**config.mk**
```make
export PLATFORM = sky130hd
export DESIGN_NAME = snoop_dispatch_flat
export DESIGN_NICKNAME = d
export VERILOG_FILES = /design/src/rtl/bpf_pkg.sv /design/src/rtl/snoop_dispatch_if.sv /design/src/rtl/snoop_dispatch_rr_pick.sv /design/src/rtl/snoop_dispatch.sv /design/src/flat_wrapper.sv
export SDC_FILE = /design/constraint.sdc
export NUM_CORES = 1
export LEC_CHECK = 0
export CAP_MARGIN = 20
export CORE_MARGIN = 1
export CORE_UTILIZATION = 30
export CTS_BUF_LIST = sky130_fd_sc_hd__clkbuf_2
export DETAILED_ROUTE_END_ITERATION = 7
export DONT_BUFFER_PORTS = 1
export PLACE_DENSITY_LB_ADDON = 0.25
export SLEW_MARGIN = 10
export SYNTH_ARGS = -nofsm -noshare
export SYNTH_HDL_FRONTEND = slang
export SYNTH_HIERARCHICAL = 1
export SYNTH_SLANG_ARGS = --single-unit
```
**constraint.sdc**
```tcl
create_clock -name clk -period 1.56 [get_ports clk]
set_input_delay 0.312 -clock clk [delete_from_list [all_inputs] [get_ports clk]]
set_output_delay 0.312 -clock clk [all_outputs]
set_load 0.02 [all_outputs]
```
**src/rtl/bpf_pkg.sv**
```systemverilog
// rtl/bpf_pkg.sv - shared bpf widths, VM index width helper and dispatch FSM states
package bpf_pkg;

   localparam int CODE_ADDR_WIDTH        = 10;
   localparam int CODE_DATA_WIDTH        = 64;
   localparam int PACKET_BYTE_ADDR_WIDTH = 12;
   localparam int PACKET_ADDR_WIDTH      = 10;
   localparam int PACKET_DATA_WIDTH      = 32;

   function automatic int vm_idx_width(input int n_vms);
      return (n_vms > 1) ? $clog2(n_vms) : 1;
   endfunction

   typedef enum logic {
      IDLE,
      GRANTED
   } dispatch_state_e;

endpackage

```
**src/rtl/snoop_dispatch_if.sv**
```systemverilog
// rtl/snoop_dispatch_if.sv - snooper-side and per-VM bus bundle for snoop_dispatch
interface snoop_dispatch_if #(
   parameter int N_VMS             = 4,
   parameter int PACKET_ADDR_WIDTH = 10,
   parameter int DATA_WIDTH        = 32
);
   localparam int IDX_W = bpf_pkg::vm_idx_width(N_VMS);

   logic [PACKET_ADDR_WIDTH-1:0]       snooper_wr_addr;
   logic [DATA_WIDTH-1:0]              snooper_wr_data;
   logic                               snooper_wr_en;
   logic                               snooper_done;
   logic                               ready_for_snooper;
   logic [N_VMS-1:0]                   vm_ready;
   logic [N_VMS*PACKET_ADDR_WIDTH-1:0] vm_wr_addr;
   logic [N_VMS*DATA_WIDTH-1:0]        vm_wr_data;
   logic [N_VMS-1:0]                   vm_wr_en;
   logic [N_VMS-1:0]                   vm_done;
   logic [IDX_W-1:0]                   grant_idx;

   modport slave (
      input  snooper_wr_addr, snooper_wr_data, snooper_wr_en, snooper_done, vm_ready,
      output ready_for_snooper, vm_wr_addr, vm_wr_data, vm_wr_en, vm_done, grant_idx
   );

   modport master (
      output snooper_wr_addr, snooper_wr_data, snooper_wr_en, snooper_done, vm_ready,
      input  ready_for_snooper, vm_wr_addr, vm_wr_data, vm_wr_en, vm_done, grant_idx
   );

endinterface

```
**src/rtl/snoop_dispatch_rr_pick.sv**
```systemverilog
// rtl/snoop_dispatch_rr_pick.sv - combinational round-robin picker, searches from last+1 with wrap
module rr_pick #(
   parameter int N  = 4,
   parameter int IW = bpf_pkg::vm_idx_width(N)
) (
   input  logic [N-1:0]  req,
   input  logic [IW-1:0] last,
   output logic          hit,
   output logic [IW-1:0] idx
);

   logic [IW-1:0] cand;

   always_comb begin
      hit  = 1'b0;
      idx  = '0;
      cand = '0;
      // Offset N wraps back to last itself, so a lone requester is always re-picked.
      for (int k = 1; k <= N; k++) begin
         cand = IW'((int'(last) + k) % N);
         if (!hit && req[cand]) begin
            hit = 1'b1;
            idx = cand;
         end
      end
   end

endmodule

```
**src/rtl/snoop_dispatch.sv**
```systemverilog
// rtl/snoop_dispatch.sv - round-robin share of one snooper stream among N_VMS bpfvm filters
// Optional counters pkt_count/drop_count under SNOOP_DISPATCH_STATS_EN.
module snoop_dispatch
   import bpf_pkg::*;
#(
   parameter int N_VMS             = 4,
   parameter int PACKET_ADDR_WIDTH = 10,
   parameter int DATA_WIDTH        = 32
) (
   input  logic                clk,
   input  logic                rst,
   snoop_dispatch_if.slave     bus
`ifdef SNOOP_DISPATCH_STATS_EN
   ,
   output logic [31:0]         pkt_count,
   output logic [31:0]         drop_count
`endif
);

   localparam int IW = vm_idx_width(N_VMS);

   dispatch_state_e state;
   logic [IW-1:0]   last;
   logic [IW-1:0]   grant;
   logic            pick_hit;
   logic [IW-1:0]   pick_idx;

   rr_pick #(
      .N  (N_VMS),
      .IW (IW)
   ) u_pick (
      .req  (bus.vm_ready),
      .last (last),
      .hit  (pick_hit),
      .idx  (pick_idx)
   );

   assign bus.grant_idx = grant;

   always_ff @(posedge clk or negedge rst) begin
      if (!rst) begin
         state                 <= IDLE;
         last                  <= IW'(N_VMS - 1);
         grant                 <= '0;
         bus.ready_for_snooper <= 1'b0;
         bus.vm_wr_addr        <= '0;
         bus.vm_wr_data        <= '0;
         bus.vm_wr_en          <= '0;
         bus.vm_done           <= '0;
      end else begin
         bus.vm_wr_addr <= '0;
         bus.vm_wr_data <= '0;
         bus.vm_wr_en   <= '0;
         bus.vm_done    <= '0;
         case (state)
            IDLE: begin
               if (pick_hit) begin
                  state                 <= GRANTED;
                  grant                 <= pick_idx;
                  last                  <= pick_idx;
                  bus.ready_for_snooper <= 1'b1;
               end
            end
            GRANTED: begin
               // vm_ready is not looked at here: a packet, once granted, always completes.
               for (int i = 0; i < N_VMS; i++) begin
                  if (IW'(i) == grant) begin
                     bus.vm_wr_addr[i*PACKET_ADDR_WIDTH +: PACKET_ADDR_WIDTH] <= bus.snooper_wr_addr;
                     bus.vm_wr_data[i*DATA_WIDTH +: DATA_WIDTH]               <= bus.snooper_wr_data;
                     bus.vm_wr_en[i]                                          <= bus.snooper_wr_en;
                     bus.vm_done[i]                                           <= bus.snooper_done;
                  end
               end
               if (bus.snooper_done) begin
                  state                 <= IDLE;
                  bus.ready_for_snooper <= 1'b0;
               end
            end
            default: state <= IDLE;
         endcase
      end
   end

`ifdef SNOOP_DISPATCH_STATS_EN
   always_ff @(posedge clk or negedge rst) begin
      if (!rst) begin
         pkt_count  <= '0;
         drop_count <= '0;
      end else begin
         if (state == GRANTED && bus.snooper_done && pkt_count != 32'hFFFF_FFFF)
            pkt_count <= pkt_count + 32'd1;
         if (state == IDLE && (bus.snooper_wr_en || bus.snooper_done) && drop_count != 32'hFFFF_FFFF)
            drop_count <= drop_count + 32'd1;
      end
   end
`endif

endmodule
```
**src/flat_wrapper.sv**
```systemverilog
// flat-port wrapper written by rule: the top's interface ports become plain ports
module snoop_dispatch_flat import bpf_pkg::*;
#(
   parameter int N_VMS             = 4,
   parameter int PACKET_ADDR_WIDTH = 10,
   parameter int DATA_WIDTH        = 32
)
  (clk, rst, bus_snooper_wr_addr, bus_snooper_wr_data, bus_snooper_wr_en, bus_snooper_done, bus_vm_ready, bus_ready_for_snooper, bus_vm_wr_addr, bus_vm_wr_data, bus_vm_wr_en, bus_vm_done, bus_grant_idx);
  snoop_dispatch_if #(.N_VMS(N_VMS), .PACKET_ADDR_WIDTH(PACKET_ADDR_WIDTH), .DATA_WIDTH(DATA_WIDTH)) bus_i ();
  input  logic clk;
  input  logic rst;
  input wire logic [$bits(bus_i.snooper_wr_addr)-1:0] bus_snooper_wr_addr;
  input wire logic [$bits(bus_i.snooper_wr_data)-1:0] bus_snooper_wr_data;
  input wire logic [$bits(bus_i.snooper_wr_en)-1:0] bus_snooper_wr_en;
  input wire logic [$bits(bus_i.snooper_done)-1:0] bus_snooper_done;
  input wire logic [$bits(bus_i.vm_ready)-1:0] bus_vm_ready;
  output wire logic [$bits(bus_i.ready_for_snooper)-1:0] bus_ready_for_snooper;
  output wire logic [$bits(bus_i.vm_wr_addr)-1:0] bus_vm_wr_addr;
  output wire logic [$bits(bus_i.vm_wr_data)-1:0] bus_vm_wr_data;
  output wire logic [$bits(bus_i.vm_wr_en)-1:0] bus_vm_wr_en;
  output wire logic [$bits(bus_i.vm_done)-1:0] bus_vm_done;
  output wire logic [$bits(bus_i.grant_idx)-1:0] bus_grant_idx;
  assign bus_i.snooper_wr_addr = bus_snooper_wr_addr;
  assign bus_i.snooper_wr_data = bus_snooper_wr_data;
  assign bus_i.snooper_wr_en = bus_snooper_wr_en;
  assign bus_i.snooper_done = bus_snooper_done;
  assign bus_i.vm_ready = bus_vm_ready;
  assign bus_ready_for_snooper = bus_i.ready_for_snooper;
  assign bus_vm_wr_addr = bus_i.vm_wr_addr;
  assign bus_vm_wr_data = bus_i.vm_wr_data;
  assign bus_vm_wr_en = bus_i.vm_wr_en;
  assign bus_vm_done = bus_i.vm_done;
  assign bus_grant_idx = bus_i.grant_idx;
  snoop_dispatch #(.N_VMS(N_VMS), .PACKET_ADDR_WIDTH(PACKET_ADDR_WIDTH), .DATA_WIDTH(DATA_WIDTH)) u_core (.clk(clk), .rst(rst), .bus(bus_i));
endmodule
```
; ---- Word-level counts from Yosys, hierarchy flattened
; Index checks and enable logic that the tools add are counted.
[totals]
regBits = 182
output_inout_bits = 179
elab_cells = 73
[classes]
n_addsub = 4
order_cmp = 4
n_eq_ne = 5
n_mux = 42
bitwise_logic = 1
reduce_logical = 9
[op_table]
columns = operator, count
row1 = 2-to-1 mux 128 bit, 1
row2 = 2-to-1 mux 32 bit, 4
row3 = 2-to-1 mux 10 bit, 4
row4 = 2-to-1 mux 40 bit, 1
row5 = 2-to-1 mux 1 bit, 20
row6 = "< comparator 2 x 3 -> 1 bit, second input constant", 4
row7 = binary-select mux 1 bit (select 2 bit), 4
row8 = 2-to-1 mux 2 bit, 4
row9 = 2-to-1 mux 4 bit, 2
row10 = "adder 2 x 1 -> 2 bit, second input constant", 2
row11 = "adder 2 bit, second input constant", 2
row12 = "== test 2 bit, first input constant", 2
row13 = one-hot mux 1 bit (2 select lines), 2
row14 = AND reduction 2 bit, 2
row15 = logical AND 1 bit, 3
row16 = zero test 1 bit, 3
row17 = "== test 1 x 2 -> 1 bit, first input constant", 1
row18 = zero test 2 bit, 1
row19 = "inequality test 2 x 1 -> 1 bit, second input constant", 1
row20 = "inequality test 2 bit, second input constant", 1
row21 = inverter 1 bit, 1

; ---- Logic depth before layout (Yosys ltp)
[logic_depth]
word_depth = 15
mapped_depth = 5
mapped_depth_nobuf = 4

; ---- By module
; Netlist, hierarchy kept.
[by_module_without_submodules]
columns = mod, n_inst, cells_each, area_each_um2, seq_area_each_um2
row1 = snoop_dispatch, 1, 395, 5982.0, 4556.9
row2 = rr_pick, 1, 14, 91.3, 0.0

; ---- Worst setup path after synthesis
; OpenSTA, ideal clock, no wires.
[synth_timing]
kind = reg-to-reg
start = register u_core.last[1]
end = register u_core.grant[0] (netlist: u_core/bus.grant_idx[0])
arrival_time_ps = 1161
t_required_ps = 1432
setup_slack_ps = 271
stages_incl_launch_ff = 4
n_path_buf = 0
synth_period_minus_slack_ps = 1289
path_cell_list = dfstp_2 mux2i_1 o221ai_2 mux2_1
[synth_rtl]
columns = element, line
row1 = from (decl), snoop_dispatch.sv:23  ; logic [IW-1:0] last;
row2 = from (signal assigned), snoop_dispatch.sv:43  ; last <= IW'(N_VMS - 1);
row3 = from (signal assigned), snoop_dispatch.sv:60  ; last <= pick_idx;
row4 = adder 2 x 1 -> 2 bit, snoop_dispatch_rr_pick.sv:20  ; cand = IW'((int'(last) + k) % N);
row5 = binary-select mux 1 bit (select 2 bit), snoop_dispatch_rr_pick.sv:21  ; if (!hit && req[cand]) begin
row6 = 2-to-1 mux 1 bit (not written as such), snoop_dispatch_rr_pick.sv:21
row7 = 2-to-1 mux 1 bit, snoop_dispatch_rr_pick.sv:21
row8 = zero test 1 bit, snoop_dispatch_rr_pick.sv:21
row9 = logical AND 1 bit, snoop_dispatch_rr_pick.sv:21
row10 = 2-to-1 mux 1 bit, snoop_dispatch_rr_pick.sv:21
row11 = zero test 1 bit, snoop_dispatch_rr_pick.sv:21
row12 = logical AND 1 bit, snoop_dispatch_rr_pick.sv:21
row13 = 2-to-1 mux 1 bit, snoop_dispatch_rr_pick.sv:21
row14 = zero test 1 bit, snoop_dispatch_rr_pick.sv:21
row15 = logical AND 1 bit, snoop_dispatch_rr_pick.sv:21
row16 = 2-to-1 mux 2 bit *, snoop_dispatch_rr_pick.sv:21
row17 = net u_core.pick_idx[0], snoop_dispatch.sv:26  ; logic [IW-1:0] pick_idx;
row18 = to (signal assigned), snoop_dispatch.sv:59  ; grant <= pick_idx;
row19 = to (decl), snoop_dispatch.sv:24  ; logic [IW-1:0] grant;
; Mark *: on every way through the listed nets, which the timed path passes. The rest lies on a longest branch. The select of a mux whose other input is x is not followed.
; A chain may end at the register's enable or synchronous reset.

; ---- Worst setup path in the final report
[layout_timing]
start = register u_core.grant[0] (netlist: u_core/bus.grant_idx[0])
end = output port bus_grant_idx[0]
[layout_rtl]
columns = element, line
row1 = to (decl), flat_wrapper.sv:22  ; output wire logic [$bits(bus_i.grant_idx)-1:0] bus_grant_idx;
; No word-level cell between the ends.

==> metrics <==
outcome=finished with violations; failing checks=hold timing, setup timing; CP Capture Type=output pin; CTS buffer count=17; Critical path buffers and inverters=1; I/O pin count=229; chip height=144 um; sequential share of the synthesized area=0.750; Multi-input gate area=1310 um^2; Post-DP Area=6300 um^2; Core Region=19700 um^2; Max Slew Vio Count=0; top cells by area, synth=dfrtp_1 74%, and2_1 18%, buf_6 2.6%, dfstp_2 0.87%, mux2_1 0.74%; Worst Setup Start Kind=register; initial antenna violation count=2; layout cell share with drive strength beyond 1=0.456; Pwr Density=1580 nW/um^2; Starting DRT DRC Count=88; vias in the first global route=3236; ANT nets after route=0; Final setup viols=2; WL per Instance=17.7 um; PortBufs=0; Max stage delay on crit path=0.47 ns; final hold violations=182; post-route cell area=7270 um^2; maximum capacitance violations=0; TritonCTS clock tree=built; Syn Area/Cell=14.8 um^2; fmax=618 MHz; clock sink count=182; Layout area overhead=19.7%; WP data arrival=1.31 ns; minimum clock period=1.62 ns; Chip Width=144 um; leakage power total=3.22 nW; CP Depth=1; #FFs+latches synth=182; DRT Pass-1 Iters=4; DR vias=3103; Synth warnings=6; clock-pin slew on the worst setup and hold paths=0.24 ns; clk_lat worst skew=0.71 ns; Clock Tree Buf Depth=2; H-tree Lvls=4; GRT Residual Overflow=0; Cells after Synth=409; fin nets=518; period utilization=1.04; clk_skew=0.0214 ns; Filler cells=1928; Mapped Area=6070 um^2; Post-Route WL=13200 um; Remaining DRCs=0; worst setup path category=reg -> out; Reg area=4770 um^2; Yosys top cell area share=0.742; VDD IR-drop max=0.969 mV; Cell variety after synth=24; root buf cell=clkbuf_2; largest net degree at the start of global routing=183; area leader, netlist=dfrtp_1; first-pass GRT wire length=19400 um; Via-to-Cell Ratio=4.15; GP Congestion=0.713; crit path cell chain=buf_6; die footprint=20800 um^2; final worst slack=-0.0571 ns; Hold Path Class=in -> async; Syn Nets=459; R2R cell count=3; setup TNS=-0.110 ns; pre-CTS setup slack=0.181 ns; Total Power=11.5 mW; WHS=-0.752 ns; Initial Utilization=0.309; CP Data Required Time=1.25 ns; # hold bufs at CTS=50; worst-margin pin slew=0.444 ns; GRT Overall Usage=0.130; row count=51; slowest CP cell=dfrtp_2; Detail Placement HPWL=8080 um; Slew headroom=0.704; crit-path max FO=4; CP top delay family=flip-flops; RSZ-0062 raised after global routing=true
==> cells in the final DEF (no fill, tap or decap), types with 3 or more instances in the layout <==
cell type,netlist,routed
nor2_1,6,6
a21oi_1,3,3
clkbuf_2,0,19
and2_1,172,172
clkinv_4,0,3
inv_1,3,3
nand2b_1,3,3
buf_12,0,3
clkinv_2,0,3
buf_4,5,5
mux2_1,4,4
dfrtp_2,0,171
dlygate4sd3_1,0,50
dfrtp_1,180,9
==> per-stage QoR <==
stage / utilization / hold slack, ns / std cells
finish: 0.370 / -0.752 / 747
global route: 0.370 / -0.909 / 747
CTS: 0.367 / -0.862 / 745
detailed placement: 0.321 / 0.0195 / 662
global placement: 0.321 / 0.0197 / 662
floorplan: - / 0.0164 / 409
==> path summary, 6_finish.rpt <==
kind                                              start                   endpoint  slack (ns)
max in group asynchronous                           rst             u_core/last[1]        2.06
worst min register to register  u_core/bus.grant_idx[1]     u_core/bus.vm_wr_en[1]        0.60
worst max register to register           u_core/last[1]    u_core/bus.grant_idx[0]        0.17
worst max-delay path            u_core/bus.grant_idx[0]           bus_grant_idx[0]       -0.06
worst min-delay path                                rst  u_core/bus.vm_wr_data[83]       -0.75
min in group clk                        bus_vm_ready[1]    u_core/bus.grant_idx[1]        0.13
==> power breakdown <==
group	internal [mW]	total [mW]	switching, mW
registers	5.81	7.40	1.59
clock network	0.743	2.29	1.55
logic	0.840	1.81	0.971
total	7.39	11.5	4.11
==> logic make-up after synthesis <==
family,Yosys count,share of synthesized area
simple gates,192,0.197
flops,182,0.750
compound gates,7,0.00845
buf+inv,23,0.0348
mux,5,0.00906
==> cells in the mapped netlist <==
master,count
a21oi_1,3
a21oi_2,1
a31oi_1,1
and2_1,172
and2b_1,1
and3_1,1
and3b_1,2
buf_2,1
buf_4,5
buf_6,14
dfrtp_1,180
dfstp_2,2
inv_1,3
mux2_1,4
mux2i_1,1
nand2_1,2
nand2b_1,3
nand3_1,1
nor2_1,6
nor2b_2,1
nor3_1,2
nor3b_4,1
o221ai_2,1
o22ai_1,1
==> registers in the layout, indices dropped and copies added (netlist names) <==
register / cells
u_core/bus.grant_idx: 2
u_core/last: 2
u_core/bus.vm_wr_en: 4
u_core/state: 1
u_core/bus.ready_for_snooper: 1
u_core/bus.vm_wr_addr: 40
u_core/bus.vm_wr_data: 128
u_core/bus.vm_done: 4
==> metal layers <==
metal  share of wire  routed length (um)  up-vias  GRT usage
met5               0                   0        -          0
met4           0.013                 165        0     0.0476
met3           0.084                1110        9     0.0500
met2            0.52                6890      133      0.222
met1            0.38                5040     1594      0.145
li1                -                   -     1367          -
==> area by class of cell <==
class / count / area share
Tap cell: 265 / 0.0456
Timing Repair Buffer: 60 / 0.0853
Antenna cell: 2 / 0.000688
Clock inverter: 12 / 0.0179
Multi-Input combinational cell: 204 / 0.180
Sequential cell: 182 / 0.656
Inverter: 3 / 0.00155
Clock buffer: 19 / 0.0131
==> what timing repair did <==
item                       4_1_cts  5_1_grt
resized for setup              136       37
setup endpoints to repair      179      179
hold endpoints to repair       364      182
setup buffers                    2        0
Note: power is estimated with default switching activity, not from simulation.
